==> src/rtl/hack_pkg.sv <==
// Shared encodings for the Hack CPU control path: sequencer states, instruction
// field positions and jump condition codes.
package hack_pkg;

    typedef enum logic [2:0] {
        ST_RST_PC = 3'd0,
        ST_IDLE   = 3'd1,
        ST_FETCH  = 3'd2,
        ST_EXEC   = 3'd3,
        ST_HALT   = 3'd4
    } state_t;

    localparam int unsigned IR_W    = 16;
    localparam int unsigned IS_C    = 15;
    localparam int unsigned A_BIT   = 12;
    localparam int unsigned CTRL_HI = 11;
    localparam int unsigned CTRL_LO = 6;
    localparam int unsigned DEST_A  = 5;
    localparam int unsigned DEST_D  = 4;
    localparam int unsigned DEST_M  = 3;
    localparam int unsigned JMP_HI  = 2;
    localparam int unsigned JMP_LO  = 0;
    localparam int unsigned JMP_W   = 3;

    localparam logic [JMP_W-1:0] J_NULL = 3'b000;
    localparam logic [JMP_W-1:0] JGT    = 3'b001;
    localparam logic [JMP_W-1:0] JEQ    = 3'b010;
    localparam logic [JMP_W-1:0] JGE    = 3'b011;
    localparam logic [JMP_W-1:0] JLT    = 3'b100;
    localparam logic [JMP_W-1:0] JNE    = 3'b101;
    localparam logic [JMP_W-1:0] JLE    = 3'b110;
    localparam logic [JMP_W-1:0] JMP    = 3'b111;

endpackage

==> src/rtl/hack_jump_eval.sv <==
// Jump condition evaluator: maps a Hack jump code and the ALU flags to branch-taken.
module hack_jump_eval
    import hack_pkg::*;
(
    input  logic [JMP_W-1:0] j,
    input  logic             zr,
    input  logic             ng,
    output logic             taken
);

    logic lt, eq, gt;

    always_comb begin
        lt    = ng;
        eq    = zr;
        gt    = !ng && !zr;
        taken = 1'b0;
        unique case (j)
            J_NULL:  taken = 1'b0;
            JGT:     taken = gt;
            JEQ:     taken = eq;
            JGE:     taken = eq || gt;
            JLT:     taken = lt;
            JNE:     taken = lt || gt;
            JLE:     taken = lt || eq;
            JMP:     taken = 1'b1;
            default: taken = 1'b0;
        endcase
    end

endmodule

==> src/rtl/hack_sequencer.sv <==
// Multi-cycle Hack CPU control unit: ROM fetch handshake, A/C decode, M-write stall,
// run/single-step control, halt-loop detection and fetch-timeout fault.
module hack_sequencer
    import hack_pkg::*;
#(
    parameter int unsigned FETCH_TIMEOUT = 255
) (
    input  logic        clk,
    input  logic        reset,
    input  logic [15:0] instr,
    input  logic        rom_valid,
    output logic        rom_req,
    input  logic [15:0] pc,
    input  logic [15:0] a_val,
    input  logic        alu_zr,
    input  logic        alu_ng,
    input  logic        mem_ready,
    input  logic        run,
    input  logic        step,
    output logic        pc_reset,
    output logic        pc_load,
    output logic        pc_inc,
    output logic        a_load,
    output logic        a_sel_instr,
    output logic        d_load,
    output logic        m_write,
    output logic        am_sel,
    output logic [5:0]  alu_ctrl,
    output logic [15:0] ir,
    output logic [15:0] instr_count,
    output logic        halted,
    output logic        fault
);

    localparam int unsigned     TMO_W    = 8;
    localparam logic [TMO_W-1:0] TMO_LAST = TMO_W'(FETCH_TIMEOUT - 1);

    state_t           state_q, state_d;
    logic [TMO_W-1:0] tmo_q;
    logic             taken;
    logic             commit, halt_set, ir_capture, tmo_inc, fault_set;

    hack_jump_eval u_jump (
        .j     (ir[JMP_HI:JMP_LO]),
        .zr    (alu_zr),
        .ng    (alu_ng),
        .taken (taken)
    );

    // Next state and combinational strobes
    always_comb begin
        state_d     = state_q;
        rom_req     = 1'b0;
        pc_reset    = 1'b0;
        pc_load     = 1'b0;
        pc_inc      = 1'b0;
        a_load      = 1'b0;
        a_sel_instr = 1'b0;
        d_load      = 1'b0;
        m_write     = 1'b0;
        am_sel      = 1'b0;
        alu_ctrl    = 6'd0;
        commit      = 1'b0;
        halt_set    = 1'b0;
        ir_capture  = 1'b0;
        tmo_inc     = 1'b0;
        fault_set   = 1'b0;

        if (reset) begin
            pc_reset = 1'b1;
            state_d  = ST_RST_PC;
        end else begin
            unique case (state_q)
                ST_RST_PC: begin
                    pc_reset = 1'b1;
                    state_d  = ST_IDLE;
                end
                ST_IDLE: begin
                    if (run || step) state_d = ST_FETCH;
                end
                ST_FETCH: begin
                    rom_req = 1'b1;
                    if (rom_valid) begin
                        ir_capture = 1'b1;
                        state_d    = ST_EXEC;
                    end else if (tmo_q == TMO_LAST) begin
                        fault_set = 1'b1;
                        state_d   = ST_HALT;
                    end else begin
                        tmo_inc = 1'b1;
                    end
                end
                ST_EXEC: begin
                    am_sel   = ir[A_BIT];
                    alu_ctrl = ir[CTRL_HI:CTRL_LO];
                    if (!ir[IS_C]) begin
                        a_load      = 1'b1;
                        a_sel_instr = 1'b1;
                        pc_inc      = 1'b1;
                        commit      = 1'b1;
                    end else if (ir[DEST_M] && !mem_ready) begin
                        m_write = 1'b1;
                    end else begin
                        m_write = ir[DEST_M];
                        a_load  = ir[DEST_A];
                        d_load  = ir[DEST_D];
                        pc_load = taken;
                        pc_inc  = !taken;
                        commit  = 1'b1;
                    end
                    // A taken jump to itself can never make progress
                    if (commit) begin
                        if (pc_load && (a_val == pc)) begin
                            halt_set = 1'b1;
                            state_d  = ST_HALT;
                        end else begin
                            state_d = run ? ST_FETCH : ST_IDLE;
                        end
                    end
                end
                ST_HALT: state_d = ST_HALT;
                default: state_d = ST_RST_PC;
            endcase
        end
    end

    // State, instruction register, counters and sticky flags
    always_ff @(posedge clk) begin
        if (reset) begin
            state_q     <= ST_RST_PC;
            ir          <= 16'd0;
            instr_count <= 16'd0;
            halted      <= 1'b0;
            fault       <= 1'b0;
            tmo_q       <= '0;
        end else begin
            state_q <= state_d;
            if (ir_capture) begin
                ir    <= instr;
                tmo_q <= '0;
            end else if (tmo_inc) begin
                tmo_q <= tmo_q + TMO_W'(1);
            end
            if (fault_set) fault       <= 1'b1;
            if (commit)    instr_count <= instr_count + 16'd1;
            if (halt_set)  halted      <= 1'b1;
        end
    end

endmodule

==> config.mk <==
export PLATFORM = sky130hd
export DESIGN_NAME = hack_sequencer
export DESIGN_NICKNAME = d
export VERILOG_FILES = /design/src/rtl/hack_pkg.sv /design/src/rtl/hack_jump_eval.sv /design/src/rtl/hack_sequencer.sv
export SDC_FILE = /design/constraint.sdc
export NUM_CORES = 1
export LEC_CHECK = 0
export CAP_MARGIN = 20
export CORE_MARGIN = 2
export CORE_UTILIZATION = 45
export CTS_CLUSTER_SIZE = 12
export DETAILED_ROUTE_END_ITERATION = 7
export PLACE_DENSITY = 0.91
export SYNTH_ARGS = -nofsm -noshare
export SYNTH_HDL_FRONTEND = slang
export SYNTH_HIERARCHICAL = 1
export SYNTH_SLANG_ARGS = --single-unit
export TNS_END_PERCENT = 1
==> constraint.sdc <==
create_clock -name clk -period 2.5 [get_ports clk]
set_input_delay 0.25 -clock clk [delete_from_list [all_inputs] [get_ports clk]]
set_output_delay 0.25 -clock clk [all_outputs]
set_load 0.02 [all_outputs]
-- Word-level counts from Yosys, hierarchy flattened
Index checks and enable logic that the tools add are counted.
- bits in registers: 45
- output and inout bits: 49
- memories kept: 0
- bits of input ports: 56
- memory bits (read-only): 0
- logic and storage cells: 101
- RAM bits: 0
- latch bits: 0
- multiply operators: 0
- eq/ne operators: 16
- reductions and logical operators: 15
- bitwise gates (word level): 0
- shift-type cells: 0
- $add $sub $neg: 2
- magnitude comparators: 0
- multiplexer cells: 62
- div/mod/pow operators: 0
- operators with widths (kind ; number):
    two-way mux 1 bit ; 52
    adder 16 x 1 -> 16 bit, second input constant ; 1
    == test 16 bit ; 1
    == test 3 bit, second input constant ; 5
    two-way mux 3 bit ; 5
    case mux 3 bit (5 select lines) ; 1
    == test 3 x 2 -> 1 bit, second input constant ; 4
    two-way mux 6 bit ; 2
    adder 8 x 1 -> 8 bit, second input constant ; 1
    == test 8 bit, second input constant ; 1
    case mux 1 bit (8 select lines) ; 1
    == test 3 x 1 -> 1 bit, second input constant ; 2
    logical NOT 3 bit ; 2
    logical NOT 1 bit ; 4
    logical OR 1 bit ; 4
    != test 2 bit, second input constant ; 2
    logical AND 1 bit ; 3
    != test 3 bit, second input constant ; 1
    AND reduction 3 bit ; 1
    two-way mux 2 bit ; 1
    OR reduction 2 bit ; 1

-- Logic depth before layout (Yosys ltp)
- depth after elaboration: 13
- mapped depth: 7
- gate-level depth less buffers: 7

-- Hierarchy
The synthesis kept the hierarchy.
- modules (own cells, without submodules) (module ; cells an instance ; area each (µm²) ; sequential area each (µm²) ; instances):
    hack_sequencer ; 244 ; 2288.4 ; 900.9 ; 1
    hack_jump_eval ; 2 ; 17.5 ; 0.0 ; 1

-- Worst setup path before layout
No wires, ideal clock.
- path kind: register to register
- start point: register ir[0]
- end point: register state_q[2]
- required time: 2.385 ns
- slack: 0.827 ns
- path buffers: 0
- arrival: 1.559 ns
- stages on the path, launching flop included: 7
- setup time: 0.115 ns
- period minus slack after synthesis: 1.673 ns
- cells stage by stage: dfxtp_1 > nor3b_1 > a221o_1 > nand4_1 > nor4_1 > nand3_1 > a2111oi_0
- word-level cells in the longest chain between the ends: 10
- elaborated cells on any way between the ends: 17
- those cells by class: eq/ne: 7; mux: 8; reduce/logical: 2
- RTL lines (element ; RTL line ; source):
    start: declaration ; hack_sequencer.sv:29 ; output logic [15:0] ir,
    start signal: assignment ; hack_sequencer.sv:139 ; ir <= instr;
    == test 3 bit (tied with other cells) ; hack_jump_eval.sv:18 ; unique case (j)
    case mux 1 bit (8 select lines) (*) ; hack_jump_eval.sv:18 ;
    via taken ; hack_sequencer.sv:40 ; logic taken;
    two-way mux 1 bit (*) ; hack_sequencer.sv:101 ; end else if (ir[DEST_M] && !mem_ready) begin
    two-way mux 1 bit (*) ; hack_sequencer.sv:96 ; if (!ir[IS_C]) begin
    two-way mux 1 bit (*) ; hack_sequencer.sv:73 ; unique case (state_q)
    two-way mux 1 bit (*) ; hack_sequencer.sv:69 ; if (reset) begin
    logical AND 1 bit (*) ; hack_sequencer.sv:113 ; if (pc_load && (a_val == pc)) begin
    two-way mux 3 bit (*) ; hack_sequencer.sv:113 ;
    two-way mux 3 bit (*) ; hack_sequencer.sv:112 ; if (commit) begin
    case mux 3 bit (5 select lines) (*) ; hack_sequencer.sv:73 ;
    end signal: assignment ; hack_sequencer.sv:137 ; state_q <= state_d;
    end: declaration ; hack_sequencer.sv:38 ; state_t state_q, state_d;
The timed path passes the listed nets; every way through them passes the cells marked *. The select of a mux whose other input is x is not followed.
A chain may end at the register's enable or synchronous reset.

-- Final worst setup path
- start point: register state_q[2]
- end point: output pc_load
- word-level cells in the longest chain between the ends: 3
- RTL lines (element ; RTL line ; source):
    == test 3 x 2 -> 1 bit ; hack_sequencer.sv:73 ;
    two-way mux 1 bit ; hack_sequencer.sv:73 ;
    two-way mux 1 bit ; hack_sequencer.sv:69 ;
    end: declaration ; hack_sequencer.sv:21 ; output logic pc_load,
Every way passes these cells.

==> flow_metrics.env <==
export IMPL_grt_pass1_wl_mm=9.65
export IMPL_dr_first_iter_drc_count=68
export IMPL_multi_input_area_um2=1310
export IMPL_antenna_found_initial=0
export IMPL_detailed_place_hpwl_mm=4.68
export IMPL_core_um2=5010
export IMPL_avgRoutedWirePerCell_um=13.9
export IMPL_max_freq_mhz=420
export IMPL_path_cells="and4bb_4, buf_4, and4_1, clkdlybuf4s50_1"
export IMPL_dp_cells=414
export IMPL_finalCriticalPeriod_ps=2380
export IMPL_worst_skew_pair_late_latency_ps=300
export IMPL_hold_start="halted"
export IMPL_vias=2144
export IMPL_hold_viol=0
export IMPL_cts_resized=0
export IMPL_critPathKind="reg2out"
export IMPL_synth_area_per_cell_um2=9.37
export IMPL_required_ps=2250
export IMPL_grt_pass1_vias=2198
export IMPL_finalCritPeriodShare=0.952
export IMPL_tns_ps=0
export IMPL_relSlewSlack=0.578
export IMPL_fin_skew_ps=7.37
export IMPL_fill_cells=414
export IMPL_place_congestion=0.783
export IMPL_ff2ff_setup_slack_ps=610
export IMPL_cp_arrival_ps=2130
export IMPL_wirelength_mm=5.89
export IMPL_io_pins=105
export IMPL_r2r_start="ir[0]"
export IMPL_port_buffer_count=104
export IMPL_worstMarginPinSlew_ps=633
export IMPL_antenna_cells=0
export IMPL_die_h_um=75.6
export IMPL_layout_area_overhead_vs_synth_pct=52.2
export IMPL_ctsHtreeMaxLevel=2
export IMPL_num_nets_final=411
export IMPL_crit_slowest_cell="clkdlybuf4s50_1"
export IMPL_synthesis_area_um2=2310
export IMPL_detail_route_antenna_nets=0
export IMPL_ir_drop_mv=0.373
export IMPL_yosysSeqAreaShare=0.391
export IMPL_ys_warn_count=6
export IMPL_critPathLaunch="state_q[2]"
export IMPL_globalRouteTotalUtil=0.220
export IMPL_yosysUniqueCellTypes=48
export IMPL_cp_max_fo=10
export IMPL_layoutNonFillerInstCount=423
export IMPL_cts_tree="yes"
export IMPL_drc=0
export IMPL_fp_row_count=26
export IMPL_first_pass_iters=4
export IMPL_grt_max_degree=23
export IMPL_path_clk_slew_ps=80
export IMPL_final_seq_area_um2=901
export IMPL_clockBufferDepth=2
export IMPL_ys_ff_latch=45
export IMPL_cpPeakStageDelay_ps=620
export IMPL_p_leak_uw=0.00122
export IMPL_drive_gt1_frac=0.0878
export IMPL_cp_start_kind="register"
export IMPL_finalSetupViolCount=0
export IMPL_grt_overflow_total=0
export IMPL_die_area_um2=5710
export IMPL_powerDensity_nw_per_um2=430
export IMPL_rsz0062_at_grt="no"
export IMPL_initial_core_util=0.460
export IMPL_clock_sinks=45
export IMPL_hold_class="reg2reg"
export IMPL_drv_cap=0
export IMPL_cts_buffers=5
export IMPL_drv_slew=0
export IMPL_via_per_inst=5.07
export IMPL_die_width_um=75.6
export IMPL_syn_inst=246
export IMPL_end_kind="output pin"
export IMPL_postSynthNetCount=305
export IMPL_root_buffer="clkbuf_8"
export IMPL_status="completed"
[registers in the layout (all words and copies together) (netlist names)]
signal,cells
instr_count,16
ir,16
tmo_q,8
state_q,3
fault,1
halted,1
[cells in the final DEF, fill, tap and decap left out, types with 2 or more instances in the layout]
cell             count
o31ai_1              2
nand2_1             15
nor3_1               3
buf_4                5
and3_1               3
a21oi_1              8
and2_1               9
or3_1                4
and4_1               4
dfxtp_1             45
xor2_1               9
nor2_1              26
a22o_1              15
inv_1               12
nor4_1               2
nor4_4               2
xnor2_1             27
o21ai_0              3
nor3_2               7
nand4_1              5
clkdlybuf4s50_1    104
nand3_1              8
nand2b_1             2
nor2b_1              2
clkinv_4             2
ha_1                 3
clkbuf_8             5
[path summary, 6_finish.rpt]
path | endpoint | depth (start not counted)
worst max register to register | state_q[2] | 6
worst min register to register | halted | 2
worst max-delay path | pc_load | 4
worst min-delay path | halted | 2
[cell usage after synthesis (all sizes together)]
cell type,instances,area share
nor4,4,0.024
o22ai,1,0.0027
a221o,1,0.0043
nand2,15,0.024
a22o,15,0.057
buf,5,0.015
o21a,1,0.0033
xor2,9,0.034
o2111ai,1,0.0038
inv,12,0.020
nand3,10,0.029
o221ai,1,0.0038
a2111oi,1,0.0038
o211ai,1,0.0033
a311oi,1,0.0038
and2,9,0.024
xnor2,27,0.10
nor4b,1,0.010
nand4,6,0.023
nand3b,1,0.0033
o21ai,3,0.0065
nand2b,2,0.0054
a21boi,1,0.0081
nor2b,2,0.0054
ha,3,0.016
a21oi,9,0.021
or3,4,0.011
and3,3,0.0081
dfxtp,45,0.39
nor3,10,0.037
o31ai,2,0.0065
a21bo,1,0.0043
and4bb,1,0.0071
and4,4,0.015
nor3b,2,0.0087
clkbuf,5,0.0087
nor2,26,0.042
a31oi,1,0.0027
[through the flow]
stage,hold WS (ps),total power (µW),cell area [µm²],setup WS (ps),utilization
6_report,454,1510,3510,120,0.701
3_3_place_gp,436,1060,3410,169,0.681
5_1_grt,484,1580,3510,47.6,0.701
2_1_floorplan,340,912,2310,827,-
3_5_place_dp,449,1070,3410,131,0.681
4_1_cts,461,1520,3500,60.3,0.699
[cells by family after synthesis]
group	share of synthesized area
AOI/OAI and AO/OA	0.135
xor gates and xnor gates	0.137
adders and majority gates	0.0163
buffers and inverters	0.0429
DFF	0.391
and+or+nand+nor	0.278
[routing by layer]
layer	vias up	share of wire	GRT usage
met5	-	0	0
met3	6	0.068	0.0622
met2	75	0.50	0.395
met4	0	0.0093	0.0624
met1	996	0.42	0.256
li1	1067	-	-
[where the power goes]
group	switching, µW	internal [µW]
clock	254	198
combinational	122	166
sequential	30.8	738
total	406	1100
[what timing repair did]
item                       CTS  global route
hold buffers                 0             0
setup buffers                0             1
setup endpoints to repair    0             1
[layout make-up]
type	count	area share
Clock inverter	3	0.00642
Sequential cell	45	0.257
Tap cell	70	0.0250
Multi-Input combinational cell	179	0.372
Clock buffer	5	0.0196
Timing Repair Buffer	109	0.307
Inverter	12	0.0128
[critical path, delay by kind of cell (launching register included)]
family	cells	cell delay [ps]
buffers and inverters	2	770
and+or+nand+nor	2	610
DFF	1	450
No activity file was read; power rests on OpenSTA's default activity.
